`config.mk`:
```
export PLATFORM = sky130hd
export DESIGN_NAME = sha256_round_ctrl_flat
export DESIGN_NICKNAME = d
export VERILOG_FILES = /design/src/rtl/sha256_pkg.sv /design/src/rtl/sha256_round_ctrl_if.sv /design/src/rtl/sha256_round_counter.sv /design/src/rtl/sha256_round_ctrl.sv /design/src/flat_wrapper.sv
export SDC_FILE = /design/constraint.sdc
export NUM_CORES = 1
export LEC_CHECK = 0
export CAP_MARGIN = 20
export CORE_UTILIZATION = 38
export CTS_CLUSTER_SIZE = 24
export DETAILED_ROUTE_END_ITERATION = 12
export GPL_TIMING_DRIVEN = 0
export PLACE_DENSITY = 0.76
export SYNTH_ARGS = -nofsm -noshare
export SYNTH_HDL_FRONTEND = slang
export SYNTH_SLANG_ARGS = --single-unit
export TNS_END_PERCENT = 5
```
`constraint.sdc`:
```
create_clock -name clk -period 1.2 [get_ports clk]
set_input_delay 0.24 -clock clk [delete_from_list [all_inputs] [get_ports clk]]
set_output_delay 0.24 -clock clk [all_outputs]
set_load 0.1 [all_outputs]
```
`src/rtl/sha256_pkg.sv`:
```
// Shared types and constants for the SHA-256 round controller and its round counter.
package sha256_pkg;

   localparam int NUM_ROUNDS_DEF = 64;
   localparam int ROUND_IDX_W    = 6;

   typedef enum logic [2:0] {
      IDLE,
      INIT,
      ROUND,
      DIGEST,
      DONE
   } state_t;

endpackage

```
`src/rtl/sha256_round_ctrl_if.sv`:
```
// Message-block handshake between a block source (master) and the round controller (slave).
interface sha256_round_ctrl_if;

   logic block_valid;
   logic block_first;
   logic block_last;
   logic block_ready;

   modport master (output block_valid, output block_first, output block_last, input block_ready);
   modport slave  (input block_valid, input block_first, input block_last, output block_ready);

endinterface

```
`src/rtl/sha256_round_counter.sv`:
```
// Round index counter for the SHA-256 compression loop: synchronous clear, enable, terminal flag.
module sha256_round_counter
   import sha256_pkg::*;
#(
   parameter int NUM_ROUNDS = NUM_ROUNDS_DEF
) (
   input  logic                   clk,
   input  logic                   reset_n,
   input  logic                   clear,
   input  logic                   enable,
   output logic [ROUND_IDX_W-1:0] round_idx,
   output logic                   terminal
);

   localparam logic [ROUND_IDX_W-1:0] LAST_IDX = ROUND_IDX_W'(NUM_ROUNDS - 1);

   // NOTE: state uses non-blocking assignments so every register samples pre-edge values.
   always_ff @(posedge clk) begin
      if (!reset_n) begin
         round_idx <= '0;
      end else if (clear) begin
         round_idx <= '0;
      end else if (enable) begin
         round_idx <= round_idx + 1'b1;
      end
   end

   assign terminal = (round_idx == LAST_IDX);

endmodule

```
`src/rtl/sha256_round_ctrl.sv`:
```
// SHA-256 block/round sequencing FSM. Define SHA256_BLOCK_CNT_EN to add the
// saturating 16-bit block_count output.
module sha256_round_ctrl
   import sha256_pkg::*;
#(
   parameter int NUM_ROUNDS = NUM_ROUNDS_DEF
) (
   input  logic                     clk,
   input  logic                     reset_n,
   sha256_round_ctrl_if.slave       blk,
   output logic                     init_round,
   output logic                     partial_rounds,
   output logic                     init_digest,
   output logic                     update_digest,
   output logic                     first_block,
   output logic [ROUND_IDX_W-1:0]   round_idx,
   output logic                     w_load,
   output logic                     busy,
   output logic                     digest_valid
`ifdef SHA256_BLOCK_CNT_EN
   ,
   output logic [15:0]              block_count
`endif
);

   state_t state_q, state_d;
   logic   last_q;
   logic   active_q;
   logic   first_q;
   logic   accept;
   logic   accept_first;
   logic   round_done;

   // Ready is withheld while reset is asserted even though the state already reads IDLE.
   assign blk.block_ready = reset_n && (state_q == IDLE);
   assign accept          = blk.block_ready && blk.block_valid;
   assign accept_first    = blk.block_first || !active_q;
   assign w_load          = accept;

   sha256_round_counter #(.NUM_ROUNDS(NUM_ROUNDS)) u_round_counter (
      .clk      (clk),
      .reset_n  (reset_n),
      .clear    ((state_q != ROUND) || round_done),
      .enable   (state_q == ROUND),
      .round_idx(round_idx),
      .terminal (round_done)
   );

   always_ff @(posedge clk) begin
      if (!reset_n) begin
         state_q  <= IDLE;
         last_q   <= 1'b0;
         active_q <= 1'b0;
         first_q  <= 1'b0;
      end else begin
         state_q <= state_d;
         if (accept) begin
            last_q   <= blk.block_last;
            first_q  <= accept_first;
            active_q <= 1'b1;
         end else if (state_q == DONE) begin
            active_q <= 1'b0;
         end
      end
   end

   // NOTE: every combinational output gets a default first so no path can infer a latch.
   always_comb begin
      state_d        = state_q;
      init_round     = 1'b0;
      init_digest    = 1'b0;
      partial_rounds = 1'b0;
      update_digest  = 1'b0;
      digest_valid   = 1'b0;
      first_block    = 1'b0;
      busy           = (state_q != IDLE);
      unique case (state_q)
         IDLE: begin
            if (accept) state_d = INIT;
         end
         INIT: begin
            init_round  = 1'b1;
            init_digest = 1'b1;
            first_block = first_q;
            state_d     = ROUND;
         end
         ROUND: begin
            partial_rounds = 1'b1;
            first_block    = first_q;
            if (round_done) state_d = DIGEST;
         end
         DIGEST: begin
            update_digest = 1'b1;
            first_block   = first_q;
            state_d       = last_q ? DONE : IDLE;
         end
         DONE: begin
            digest_valid = 1'b1;
            state_d      = IDLE;
         end
         default: state_d = IDLE;
      endcase
   end

`ifdef SHA256_BLOCK_CNT_EN
   always_ff @(posedge clk) begin
      if (!reset_n) begin
         block_count <= '0;
      end else if (accept && accept_first) begin
         block_count <= '0;
      end else if ((state_q == DIGEST) && (block_count != 16'hFFFF)) begin
         block_count <= block_count + 16'd1;
      end
   end
`endif

endmodule

```
`src/flat_wrapper.sv`:
```
// flat-port wrapper written by rule: the top's interface ports become plain ports
module sha256_round_ctrl_flat import sha256_pkg::*;
#(
   parameter int NUM_ROUNDS = NUM_ROUNDS_DEF
)
  (clk, reset_n, init_round, partial_rounds, init_digest, update_digest, first_block, round_idx, w_load, busy, digest_valid, blk_block_valid, blk_block_first, blk_block_last, blk_block_ready);
  sha256_round_ctrl_if blk_i ();
  input  logic clk;
  input  logic reset_n;
  output logic init_round;
  output logic partial_rounds;
  output logic init_digest;
  output logic update_digest;
  output logic first_block;
  output logic [ROUND_IDX_W-1:0] round_idx;
  output logic w_load;
  output logic busy;
  output logic digest_valid;
  input wire logic [$bits(blk_i.block_valid)-1:0] blk_block_valid;
  input wire logic [$bits(blk_i.block_first)-1:0] blk_block_first;
  input wire logic [$bits(blk_i.block_last)-1:0] blk_block_last;
  output wire logic [$bits(blk_i.block_ready)-1:0] blk_block_ready;
  assign blk_i.block_valid = blk_block_valid;
  assign blk_i.block_first = blk_block_first;
  assign blk_i.block_last = blk_block_last;
  assign blk_block_ready = blk_i.block_ready;
  sha256_round_ctrl #(.NUM_ROUNDS(NUM_ROUNDS)) u_core (.clk(clk), .reset_n(reset_n), .blk(blk_i), .init_round(init_round), .partial_rounds(partial_rounds), .init_digest(init_digest), .update_digest(update_digest), .first_block(first_block), .round_idx(round_idx), .w_load(w_load), .busy(busy), .digest_valid(digest_valid));
endmodule
```
==> impl_metrics.tcl, run 1 <==
set metrics [dict create \
    status "finished, violations left" \
    violations "setup timing" \
    cap_violations 0 \
    drive_gt1_share_pct 44.3 \
    num_rows 13 \
    dpl.cell_count 94 \
    peakVddDrop_mv 0.699 \
    startpoint_type "flop" \
    power.leakage_nw 0.400 \
    nNetsFinal 96 \
    cts-hold-fix-buffers 0 \
    cts_max_path_buffers 2 \
    vias 535 \
    use_met2_pct 28.9 \
    clkSinkCount 12 \
    grt_max_degree 10 \
    skew_ns 0.00169 \
    dieArea_um2 1670 \
    power.density_nw_per_um2 1120 \
    slew_violations 0 \
    crit_fanout 9 \
    ys_seq_area_share_pct 41.8 \
    path_cells "buf_6 -> nor4b_4 -> and2_4 -> buf_12" \
    ant_nets 0 \
    worst_pin_slew_ns 0.262 \
    dr.pass1.iters 4 \
    die_w_um 40.9 \
    pre_cts_slack_ns -1.57 \
    h-tree-depth 1 \
    grt-busiest-layer "met2" \
    diodes 0 \
    die_h_um 40.9 \
    worstPathRequired_ns 0.96 \
    wirelength_um 1410 \
    syn_avg_cell_area_um2 9.57 \
    multi_input_area_um2 327 \
    syn-cell-area_um2 574 \
    grt_pass1_vias 443 \
    syn_nets 66 \
    timing.final.crit_share_pct 139 \
    met1_usage_pct 21.5 \
    seq_area_um2 248 \
    avgViaCountPerCell 5.19 \
    rsz0062_at_grt "yes" \
    drt_first_iter_violations 4 \
    hp-class "flop to flop" \
    clock_latency_ns 0.27 \
    cp_top_family "simple AND/OR/NAND/NOR gates" \
    drc 0 \
    timing.final.ws_setup_ns -0.471 \
    cp_slowest_cell "nor4b_4" \
    grt_pass1_wl_um 1900 \
    crit_buf_inv 2 \
    wl_per_cell_um 13.7 \
    async_flop_share_pct 0 \
    core_area_um2 1350 \
    gp_congestion 0.651 \
    fill_cells 111 \
    root_buffer "clkbuf_4" \
    max_freq_mhz 598 \
    grtUsageTotal_pct 17.5 \
    period_needed_ns 1.67 \
    ys_warn_count 0 \
    setup_viol 14 \
    synth-edff-count 0 \
    clkSlewWorstSetupHoldPaths_ns 0.06 \
    antenna_found_initial 0 \
    grt.overflow.total 0 \
    synthFlopType "dfxtp_1" \
    critPathMaxStageDelay_ns 0.33 \
    cp-end-kind "output pin" \
    finalNonFillerCells 103 \
    io_buffers 19 \
    ys_types 32 \
    arrival_ns 1.43 \
    cts_buffers 3 \
    critical_path_class "flop to output pin" \
    relSlewSlack_pct 82.4 \
    start_util_pct 42.5 \
    dp_hpwl_um 826 \
    tritoncts "done" \
    syn2layout_area_growth_pct 66.0 \
    ff2ff_setup_slack_ns -0.18 \
    ys_ff_latch 12 \
    final_hold_viol_count 0 \
    synthCells 60 \
    met3_usage_pct 7.07 \
    ioPinCount 20 \
    utilization_pct 70.6 \
]
==> state kept, by name, indices dropped and copies added, names as in the netlist <==
| register | flops |
|---|---|
| u_core.state_q | 3 |
| u_core.u_round_counter.round_idx | 6 |
| u_core.last_q | 1 |
| u_core.active_q | 1 |
| u_core.first_q | 1 |
==> kinds of logic after synthesis <==
group | Yosys count | share of synthesized area, %
xor gates and xnor gates | 3 | 4.58
adders and majority gates | 1 | 2.18
AOI/OAI and AO/OA | 10 | 12.0
and+or+nand+nor | 29 | 33.6
buffers and inverters | 5 | 5.88
DFF | 12 | 41.8
==> area by class of cell <==
type | count | share of cell area, %
Inverter | 2 | 0.787
Sequential cell | 12 | 26.0
Tap cell | 15 | 1.97
Clock buffer | 3 | 2.36
Buffer | 3 | 3.15
Timing Repair Buffer | 25 | 31.5
Multi-Input combinational cell | 43 | 34.3
==> where the power goes <==
group,switching (mW),internal (mW),leakage [nW]
Sequential,0.00932,0.413,0.100
Clock,0.117,0.116,0.0138
Combinational,0.265,0.150,0.286
==> path summary, 6_finish.rpt <==
kind / startpoint / to / depth (start not counted)
max: u_core.state_q[1]$_SDFFE_PN0P_ / w_load / 4
min reg2reg: u_core.u_round_counter.round_idx[0]$_SDFFE_PP0P_ / u_core.u_round_counter.round_idx[0]$_SDFFE_PP0P_ / 1
min: u_core.u_round_counter.round_idx[0]$_SDFFE_PP0P_ / u_core.u_round_counter.round_idx[0]$_SDFFE_PP0P_ / 1
max reg2reg: u_core.state_q[1]$_SDFFE_PN0P_ / u_core.first_q$_SDFFE_PN0P_ / 6
==> per-stage QoR <==
step           cell area [um^2]  TNS, ns  hold slack, ns  power (mW)
2_1_floorplan               593   -14.42           0.358       0.702
3_3_place_gp                802   -14.66           0.446       0.773
3_5_place_dp                802   -14.82           0.453       0.777
4_1_cts                     907    -3.36           0.441        1.06
5_1_grt                     953    -4.16           0.458        1.10
6_report                    953    -3.43           0.443        1.07
==> Yosys cell counts (2+ instances only) <==
cell type	count	share of area [%]
a21oi_1	2	1.7
and2_1	2	2.2
and3_1	2	2.2
buf_4	2	2.6
dfxtp_1	12	42
inv_1	2	1.3
nand2_1	2	1.3
nand4b_1	2	3.1
nor2_1	8	5.2
nor3_1	2	1.7
or3_1	2	2.2
xnor2_1	2	3.1
==> cell usage in the layout, fill, tap and decap left out, drive strengths merged, types with 2 or more instances in the layout <==
cell type	n
nor2	8
and3	2
nand4b	2
or3	2
dfxtp	12
nor3	2
clkdlybuf4s50	3
and2	2
xnor2	2
a21oi	2
buf	24
nand2b	2
clkbuf	3
nand2	2
inv	2
==> layer usage <==
metal	vias to the layer above	routed length (um)
met3	0	69
met5	-	0
met4	0	0
met1	254	627
li1	269	-
met2	12	717
==> what timing repair did <==
item	in CTS	in global routing
gates resized for setup	117	10
pin swaps	1	2
endpoints found under the setup margin	20	22
setup buffers	3	3
Note: power is estimated with default switching activity, not from simulation.
==> inputs of run 2 (changes only) <==
- CELL_PAD_IN_SITES_DETAIL_PLACEMENT: unset -> 1
- CELL_PAD_IN_SITES_GLOBAL_PLACEMENT: unset -> 2
- CORE_UTILIZATION: 38 -> 25
- PLACE_DENSITY: 0.76 -> 0.8
- clock period: 1.2 -> 1.85 ns (I/O delays scaled with it)
==> run 2 against run 1 <==
- the flow now finishes without violations
- sequential share of layout area rose by 2.0 points
- die area increased by 49%
- design area down 9.6%
- cell count grew 8.7%
- critical endpoint is now busy
- core utilization decreased by 29 points
- routed wire length up 1.1%
- highest routed layer is now met4
- power down 33%
- clock skew up 0.0031 ns
- count of clock-buffer cells in the layout up 1
- register-to-register slack better by 0.68 ns
==> impl_metrics.tcl, run 2 (same netlist as run 1, synthesis figures left out) <==
set metrics [dict create \
    arrival_ns 1.42 \
    relSlewSlack_pct 63.7 \
    fin_hold_ws_ns 0.473 \
    grtUsageTotal_pct 13.4 \
    drc 0 \
    ioPinCount 20 \
    nNetsFinal 92 \
    worstPathRequired_ns 1.48 \
    tritoncts "done" \
    cts_max_path_buffers 2 \
    clkSlewWorstSetupHoldPaths_ns 0.08 \
    period_needed_ns 1.79 \
    seq_area_um2 241 \
    multi_input_area_um2 319 \
    critical_path_class "flop to output pin" \
    largest_reg_flops 6 \
    cts-hold-fix-buffers 0 \
    num_rows 16 \
    die_h_um 49.9 \
    die_w_um 49.9 \
    core_area_um2 2060 \
    rsz0062_at_grt "no" \
    cp-end-kind "output pin" \
    start_util_pct 27.9 \
    syn2layout_area_growth_pct 50.1 \
    final_common_cell "dfxtp_1" \
    io_buffers 19 \
    power.leakage_nw 0.351 \
    h-tree-depth 1 \
    skew_ns 0.00483 \
    max_freq_mhz 557 \
    avgViaCountPerCell 4.69 \
    hp-class "flop to flop" \
    placed_area_um2 817 \
    dieArea_um2 2490 \
    vias 525 \
    slew_violations 0 \
    grt_pass1_wl_um 2550 \
    dp_hpwl_um 1030 \
    clkSinkCount 12 \
    timing.final.crit_share_pct 97.0 \
    peakVddDrop_mv 0.483 \
    final_cell_mix "11 x dfxtp_1, 8 x nor2_1, 7 x buf_4" \
    power.density_nw_per_um2 837 \
    wirelength_um 1430 \
    dr.pass1.iters 1 \
    wl_per_cell_um 12.8 \
    fill_cells 256 \
    grt_pass1_vias 573 \
    antenna_found_initial 0 \
    drt_first_iter_violations 0 \
    cts_buffers 3 \
    utilization_pct 41.8 \
    gp_congestion 0.699 \
    root_buffer "clkbuf_4" \
    top_register "u_core.u_round_counter.round_idx" \
    grt.overflow.total 0 \
    setup_viol 0 \
    worst_pin_slew_ns 0.548 \
    drive_gt1_share_pct 35.3 \
    final_hold_viol_count 0 \
    fin_area_um2 862 \
    ant_nets 0 \
    largestRegisters "u_core.u_round_counter.round_idx: 6 flops, u_core.state_q: 3 flops" \
    diodes 0 \
    status "completed" \
    startpoint_type "flop" \
    cap_violations 0 \
    grt_max_degree 10 \
    clock_latency_ns 0.28 \
    crit_fanout 9 \
]
-- run 2: cell count changes in the layout (fill, tap and decap cells not counted), moves of 2 or more --
cell	delta
clkbuf_4	+3
clkdlybuf4s15_2	+6
buf_6	-5
dfxtp_1	+3
buf_4	-2
dfxtp_2	-2
buf_12	-5
buf_8	-2
-- run 2: metrics by stage --
| step | setup TNS [ns] | worst slack, ns | std cells | power [mW] |
|---|---|---|---|---|
| after floorplan | -3.54 | -0.623 | 60 | 0.455 |
| after global placement | -5.11 | -1.19 | 106 | 0.504 |
| after detailed placement | -5.26 | -1.21 | 106 | 0.507 |
| after CTS | -0.418 | -0.168 | 112 | 0.727 |
| after global routing | 0 | 0.000386 | 112 | 0.753 |
| final | 0 | 0.0556 | 112 | 0.722 |
-- run 2: layout make-up --
type	count	area share [%]
plain buffers	3	3.05
clock buffers	4	4.21
inverters	2	0.871
multi-input cells	43	37.0
flip-flops and latches	12	28.0
well taps	27	3.92
repair buffers	21	22.9
-- run 2: worst paths after layout --
kind / start / to / slack, ns / cells after the start
max: u_core.state_q[1]$_SDFFE_PN0P_ / busy / 0.06 / 3
max reg2reg: u_core.state_q[0]$_SDFFE_PN0P_ / u_core.last_q$_SDFFE_PN0P_ / 0.50 / 6
min reg2reg: u_core.last_q$_SDFFE_PN0P_ / u_core.state_q[2]$_SDFFE_PN0P_ / 0.47 / 1
min: u_core.last_q$_SDFFE_PN0P_ / u_core.state_q[2]$_SDFFE_PN0P_ / 0.47 / 1
-- run 2: what timing repair did --
action,CTS,global route
gates resized for setup,63,12
endpoints found under the setup margin,15,6
buffers inserted,2,0
-- run 2: worst max-delay path, cell delays in order (launching register included) --
cell,delay (ns)
dfxtp_1,0.30
buf_4,0.17
or3_1,0.38
clkbuf_4,0.29
-- run 2: report_power, final --
group	switching [mW]	internal, mW
clock	0.0982	0.120
sequential	0.00583	0.269
combinational	0.162	0.0667
-- run 2: metal layers --
metal	GRT usage (%)	part of all wire, %	up-vias
met5	0	0	-
met4	7.14	1.6	0
met3	1.85	3.8	2
met2	22.5	48	12
met1	16.3	46	251
li1	-	-	260
